===== src/rtl/piece_sequencer.sv =====
// piece_sequencer: per-player tetromino sequencer with preview queue, hold slot,
// dealt-piece counter and create/created spawn handshake.
module piece_sequencer #(
    parameter int NUM_PLAYERS   = 2,
    parameter int PREVIEW_DEPTH = 3,
    parameter int PIECE_W       = 3
) (
    input  logic                                       Clk,
    input  logic                                       Reset,
    input  logic                                       start,
    input  logic [NUM_PLAYERS-1:0]                     active_mask,
    input  logic [NUM_PLAYERS*PIECE_W-1:0]             rand_piece,
    input  logic [NUM_PLAYERS-1:0]                     finish_block,
    input  logic [NUM_PLAYERS-1:0]                     created,
    input  logic [NUM_PLAYERS-1:0]                     hold_req,
    input  logic [NUM_PLAYERS-1:0]                     game_over,
    output logic [NUM_PLAYERS*PIECE_W-1:0]             curr_piece,
    output logic [NUM_PLAYERS*PREVIEW_DEPTH*PIECE_W-1:0] next_pieces,
    output logic [NUM_PLAYERS*PIECE_W-1:0]             hold_piece,
    output logic [NUM_PLAYERS-1:0]                     hold_valid,
    output logic [NUM_PLAYERS-1:0]                     create_block,
    output logic [NUM_PLAYERS-1:0]                     piece_swap,
    output logic [NUM_PLAYERS*16-1:0]                  pieces_dealt
);
    typedef enum logic [2:0] {IDLE, FILL, SPAWN, PLAY, OVER} state_t;

    for (genvar p = 0; p < NUM_PLAYERS; p++) begin : g_p
        state_t             state_q;
        logic [PIECE_W-1:0] curr_q, hold_q, rnd_raw, rnd;
        logic [PIECE_W-1:0] que_q [PREVIEW_DEPTH];
        logic               hold_valid_q, hold_used_q, swap_q;
        logic [2:0]         fill_q;
        logic [15:0]        dealt_q;
        logic               ov, go, fill, fin, hacc, push, inc;

        assign rnd_raw = rand_piece[p*PIECE_W +: PIECE_W];
        assign rnd     = (rnd_raw == PIECE_W'(7)) ? '0 : rnd_raw;

        // game_over outranks every other event once the player has left IDLE
        always_comb begin
            ov   = game_over[p] && state_q != IDLE;
            go   = start && (state_q == IDLE || state_q == OVER) && !ov;
            fill = state_q == FILL && !ov;
            fin  = state_q == PLAY && finish_block[p] && !ov;
            hacc = state_q == PLAY && hold_req[p] && !hold_used_q && !finish_block[p] && !ov;
            push = fill || fin || (hacc && !hold_valid_q);
            inc  = (fill && fill_q == 3'(PREVIEW_DEPTH)) || fin || (hacc && !hold_valid_q);
        end

        always_ff @(posedge Clk) begin
            if (Reset) begin
                state_q      <= IDLE;
                curr_q       <= '0;
                hold_q       <= '0;
                hold_valid_q <= 1'b0;
                hold_used_q  <= 1'b0;
                swap_q       <= 1'b0;
                fill_q       <= '0;
                dealt_q      <= '0;
                for (int i = 0; i < PREVIEW_DEPTH; i++) que_q[i] <= '0;
            end else begin
                swap_q <= 1'b0;
                if (ov) begin
                    state_q <= OVER;
                end else if (go) begin
                    state_q      <= active_mask[p] ? FILL : IDLE;
                    if (active_mask[p]) begin
                        fill_q       <= '0;
                        hold_q       <= '0;
                        hold_valid_q <= 1'b0;
                        hold_used_q  <= 1'b0;
                        dealt_q      <= '0;
                    end
                end else if (fill) begin
                    fill_q  <= fill_q + 3'd1;
                    state_q <= (fill_q == 3'(PREVIEW_DEPTH)) ? SPAWN : FILL;
                end else if (state_q == SPAWN && created[p]) begin
                    state_q <= PLAY;
                end else if (fin) begin
                    hold_used_q <= 1'b0;
                    state_q     <= SPAWN;
                end else if (hacc) begin
                    hold_used_q  <= 1'b1;
                    swap_q       <= 1'b1;
                    state_q      <= SPAWN;
                    hold_q       <= curr_q;
                    hold_valid_q <= 1'b1;
                    if (hold_valid_q) curr_q <= hold_q;
                end
                if (push) begin
                    curr_q <= que_q[0];
                    for (int i = 0; i < PREVIEW_DEPTH - 1; i++) que_q[i] <= que_q[i+1];
                    que_q[PREVIEW_DEPTH-1] <= rnd;
                end
                if (inc && dealt_q != 16'hFFFF) dealt_q <= dealt_q + 16'd1;
            end
        end

        assign curr_piece[p*PIECE_W +: PIECE_W]  = curr_q;
        assign hold_piece[p*PIECE_W +: PIECE_W]  = hold_q;
        assign hold_valid[p]                     = hold_valid_q;
        assign create_block[p]                   = state_q == SPAWN;
        assign piece_swap[p]                     = swap_q;
        assign pieces_dealt[p*16 +: 16]          = dealt_q;
        for (genvar i = 0; i < PREVIEW_DEPTH; i++) begin : g_i
            assign next_pieces[(p*PREVIEW_DEPTH+i)*PIECE_W +: PIECE_W] = que_q[i];
        end
    end
endmodule


===== config.mk =====
export PLATFORM = sky130hd
export DESIGN_NAME = piece_sequencer
export DESIGN_NICKNAME = d
export VERILOG_FILES = /design/src/rtl/piece_sequencer.sv
export SDC_FILE = /design/constraint.sdc
export NUM_CORES = 1
export LEC_CHECK = 0
export ABC_AREA = 1
export ABC_CLOCK_PERIOD_IN_PS = 2700
export BUFFER_PORTS_ARGS = -buffer_cell sky130_fd_sc_hd__buf_2
export CORE_UTILIZATION = 35
export CTS_CLUSTER_DIAMETER = 40
export CTS_CLUSTER_SIZE = 28
export DETAILED_ROUTE_END_ITERATION = 10
export RECOVER_POWER = 50
export SLEW_MARGIN = 20
export SYNTH_ARGS = -nofsm -noshare
export SYNTH_HDL_FRONTEND = slang
export SYNTH_SLANG_ARGS = --single-unit

===== constraint.sdc =====
create_clock -name Clk -period 2.7 [get_ports Clk]
set_input_delay 0.405 -clock Clk [delete_from_list [all_inputs] [get_ports Clk]]
set_output_delay 0.405 -clock Clk [all_outputs]
set_load 0.02 [all_outputs]

==> impl_metrics.csv <==
group,metric,value,unit
outcome,status,"finished clean",
clock_tree,clockBufferDepth,2,
routing,dr.pass1.iters,4,
power,p_leak,1.941,nW
floorplanning,initial_core_util,35.72,%
clock_tree,clkSinkCount,80,
sta,fin_skew,0.007570,ns
finish,final_cell_area,0.005166,mm²
synthesis,synth_flop_cell,"dfxtp_1",
sta,max_freq,0.5065,GHz
place,placed_area,0.005011,mm²
routing,vias_per_cell,4.828,
sta,setup_viol,0,
synthesis,yosys.area_share.simple,36.26,%
synthesis,synth_top_cell_by_area,"dfxtp_1",
job,maxCapViolCount,0,
global_route,grt_remaining_overflow,0,
place,hpwl,7609,µm
synthesis,muxShareOfSynthArea,0,%
power,vdd.ir_drop.worst,0.2603,mV
global_route,grt_pass1_vias,3724,
synthesis,synth-adder-area-share,1.672,%
synthesis,avgSynthCellArea,7.648,µm²
finish,layout-drive-gt1-share,14.73,%
routing,vias,4075,
floorplanning,io_pins,87,
synthesis,synth_top_family_by_area,"simple AND/OR/NAND/NOR gates",
sta,slew_viol_final,0,
synthesis,seq_area_frac_synth,39.69,%
power,power.total,3.338,mW
clock_tree,cts_resized,0,
sta,min_period_over_period,73.12,%
sta,finalHoldViolations,0,
floorplanning,die-area,0.01328,mm²
global_route,grt_pass1_wl,17160,µm
sta,slew-limit-headroom,44.95,%
finish,nets,692,
finish,syn_to_final_growth,15.08,%
synthesis,synth.top_cell.area_share,27.65,%
min_path,hp-class,"primary input to register",
global_route,antenna_found_initial,0,
sta,fin_hold_ws,0.3723,ns
finish,diodes,0,
floorplanning,core_area,0.01257,mm²
sta,grt_setup_unrepaired,"false",
clock_tree,cts_hold_buf,0,
synthesis,synth_fp_nets,612,
synthesis,yosys_register_bits,80,
clock_tree,cts_made_buffers,9,
setup_path,crit_slowest_cell,"dfxtp_1",
floorplanning,num_rows,41,
synthesis,ys_top_cells_by_area,"dfxtp_1 28%, edfxtp_1 12%, nand2_1 9.7%",
setup_path,cp-end-kind,"register",
setup_path,path_cells,"ha_1 > nand3_1 > inv_1 > nand4_4 > nand2_4 > nand3_1 > a21oi_1",
finish,fillerInstances,1330,
clock_tree,post_cts_buffers,0,
routing,drc_errors,0,
setup_path,arrival,2.23,ns
synthesis,async_flop_share,0,%
clock_tree,root_buffer,"clkbuf_16",
setup_path,slowest_delay,0.44,ns
synthesis,synth_compound_area_share,10.54,%
power,power_density,646.2,mW/mm²
setup_path,critPathLaunchType,"register",
routing,drt_iter0_markers,216,
synthesis,synth_xor_xnor_area_share,2.731,%
synthesis,synth_edf_count,18,
setup_path,crit_fanout,16,
synthesis,ys_warn_count,0,
synthesis,syn-instance-count,587,
synthesis,synth_cell_types,36,
routing,ant_nets,0,
synthesis,synth_area,0.004489,mm²
global_route,grt_max_degree,48,
routing,wl,10660,µm
clock_tree,htreeDepth,3,
place,port_buffers,86,
setup_path,path_class,"register to register",
routing,wire_per_inst,12.63,µm
sta,period_needed,1.974,ns
sta,tightest_slew,0.8237,ns
sta,tns,0,ns
place,place_congestion,0.8515,
global_route,track_usage,16.32,%
clock_tree,clock_latency,0.34,ns
clock_tree,cts_tree,"built",
clock_tree,clkTransAtPathRegs,0.06,ns
setup_path,path_common_cell,"nand3_1",
floorplanning,die-width,115.3,µm
floorplanning,die_h,115.3,µm
setup_path,required,2.96,ns
worst max-delay path: cells and delay by family (launching register included):
family | cells | cell delay (ns)
compound gates | 1 | 0.15
fa+ha+maj | 1 | 0.24
buf+inv | 1 | 0.19
flops | 1 | 0.44
simple gates | 4 | 0.88
metal layers:
layer | wire length [µm] | part of all wire (%) | up-vias | GRT usage (%)
li1 | - | - | 2087 | -
met1 | 5056 | 47 | 1884 | 21.19
met2 | 4976 | 47 | 93 | 26.31
met3 | 479 | 4.5 | 11 | 3.479
met4 | 144 | 1.4 | 0 | 6.753
met5 | 0 | 0 | - | 0
sequential cells by signal (all words and copies together), names as in the netlist:
register,cells
g_p.state_q,6
g_p.curr_q,6
g_p.hold_used_q,2
g_p.hold_valid_q,2
g_p.que_q,18
g_p.swap_q,2
g_p.hold_q,6
g_p.dealt_q,32
g_p.fill_q,6
cells in the mapped netlist (3+ instances only):
master,count
or2_2,3
nand3_1,60
nand2_2,6
dfxtp_1,62
clkbuf_1,8
xnor2_1,9
a21oi_1,31
nand4_1,9
nor2_2,5
o21ai_0,12
ha_1,6
a21oi_2,19
buf_4,6
edfxtp_1,18
nand3_2,23
nand3b_1,5
xor2_1,5
nor2_1,76
o21bai_1,4
nand2_4,4
nor3_1,6
inv_1,72
nand2_1,116
stage by stage:
| step | util [%] | worst slack [ns] | instances |
|---|---|---|---|
| floorplan | - | 0.9663 | 587 |
| global placement | 39.87 | 0.8407 | 828 |
| detailed placement | 39.87 | 0.7609 | 828 |
| CTS | 41.92 | 0.7431 | 844 |
| global route | 41.11 | 0.5300 | 844 |
| finish | 41.11 | 0.7257 | 844 |
final timing paths:
| check | endpoint | cells after the start | startpoint | slack, ns |
|---|---|---|---|---|
| worst min-delay path | g_p[0].que_q[0][6] | 3 | rand_piece[0] | 0.37 |
| worst max register to register | g_p[0].dealt_q[1] | 7 | g_p[0].dealt_q[0] | 0.73 |
| worst min register to register | g_p[0].fill_q[2] | 2 | g_p[0].fill_q[2] | 0.46 |
| worst max-delay path | g_p[0].dealt_q[1] | 7 | g_p[0].dealt_q[0] | 0.73 |
cell families after synthesis:
logic type / count (synthesis)
AOI/OAI and AO/OA: 74
xor gates and xnor gates: 14
adders and majority gates: 6
buffers and inverters: 92
DFF: 80
and+or+nand+nor: 321
final cells by class:
type | count | area [µm²] | share of cell area, %
clock inverter | 4 | 21.27 | 0.4117
clock buffer | 12 | 236.5 | 4.577
inverter | 74 | 277.8 | 5.377
tap | 172 | 215.2 | 4.166
sequential | 80 | 1782 | 34.49
timing repair buffer | 87 | 355.3 | 6.878
multi-input combinational | 415 | 2278 | 44.10
report_power, final:
part | internal, mW | switching, mW | leakage (nW)
Clock | 0.617 | 0.477 | 0.124
Sequential | 1.35 | 0.0852 | 0.688
Combinational | 0.209 | 0.599 | 1.13
Total | 2.18 | 1.16 | 1.94
cells in the final DEF, fill, tap and decap left out, types with 3 or more instances in the layout:
| master | instances |
|---|---|
| nand2_1 | 120 |
| clkbuf_1 | 69 |
| inv_1 | 72 |
| nor2_1 | 76 |
| nand3_2 | 23 |
| nand4_1 | 9 |
| nand2_2 | 4 |
| dfxtp_1 | 62 |
| nand3b_1 | 5 |
| edfxtp_1 | 18 |
| nor3_1 | 6 |
| xnor2_1 | 9 |
| nor2_2 | 5 |
| or2_2 | 3 |
| clkbuf_16 | 9 |
| nand3_1 | 60 |
| a21oi_1 | 31 |
| a21oi_2 | 19 |
| buf_2 | 20 |
| xor2_1 | 5 |
| o21ai_0 | 12 |
| ha_1 | 6 |
| o21bai_1 | 4 |
Power figures use the tool's default switching activity.
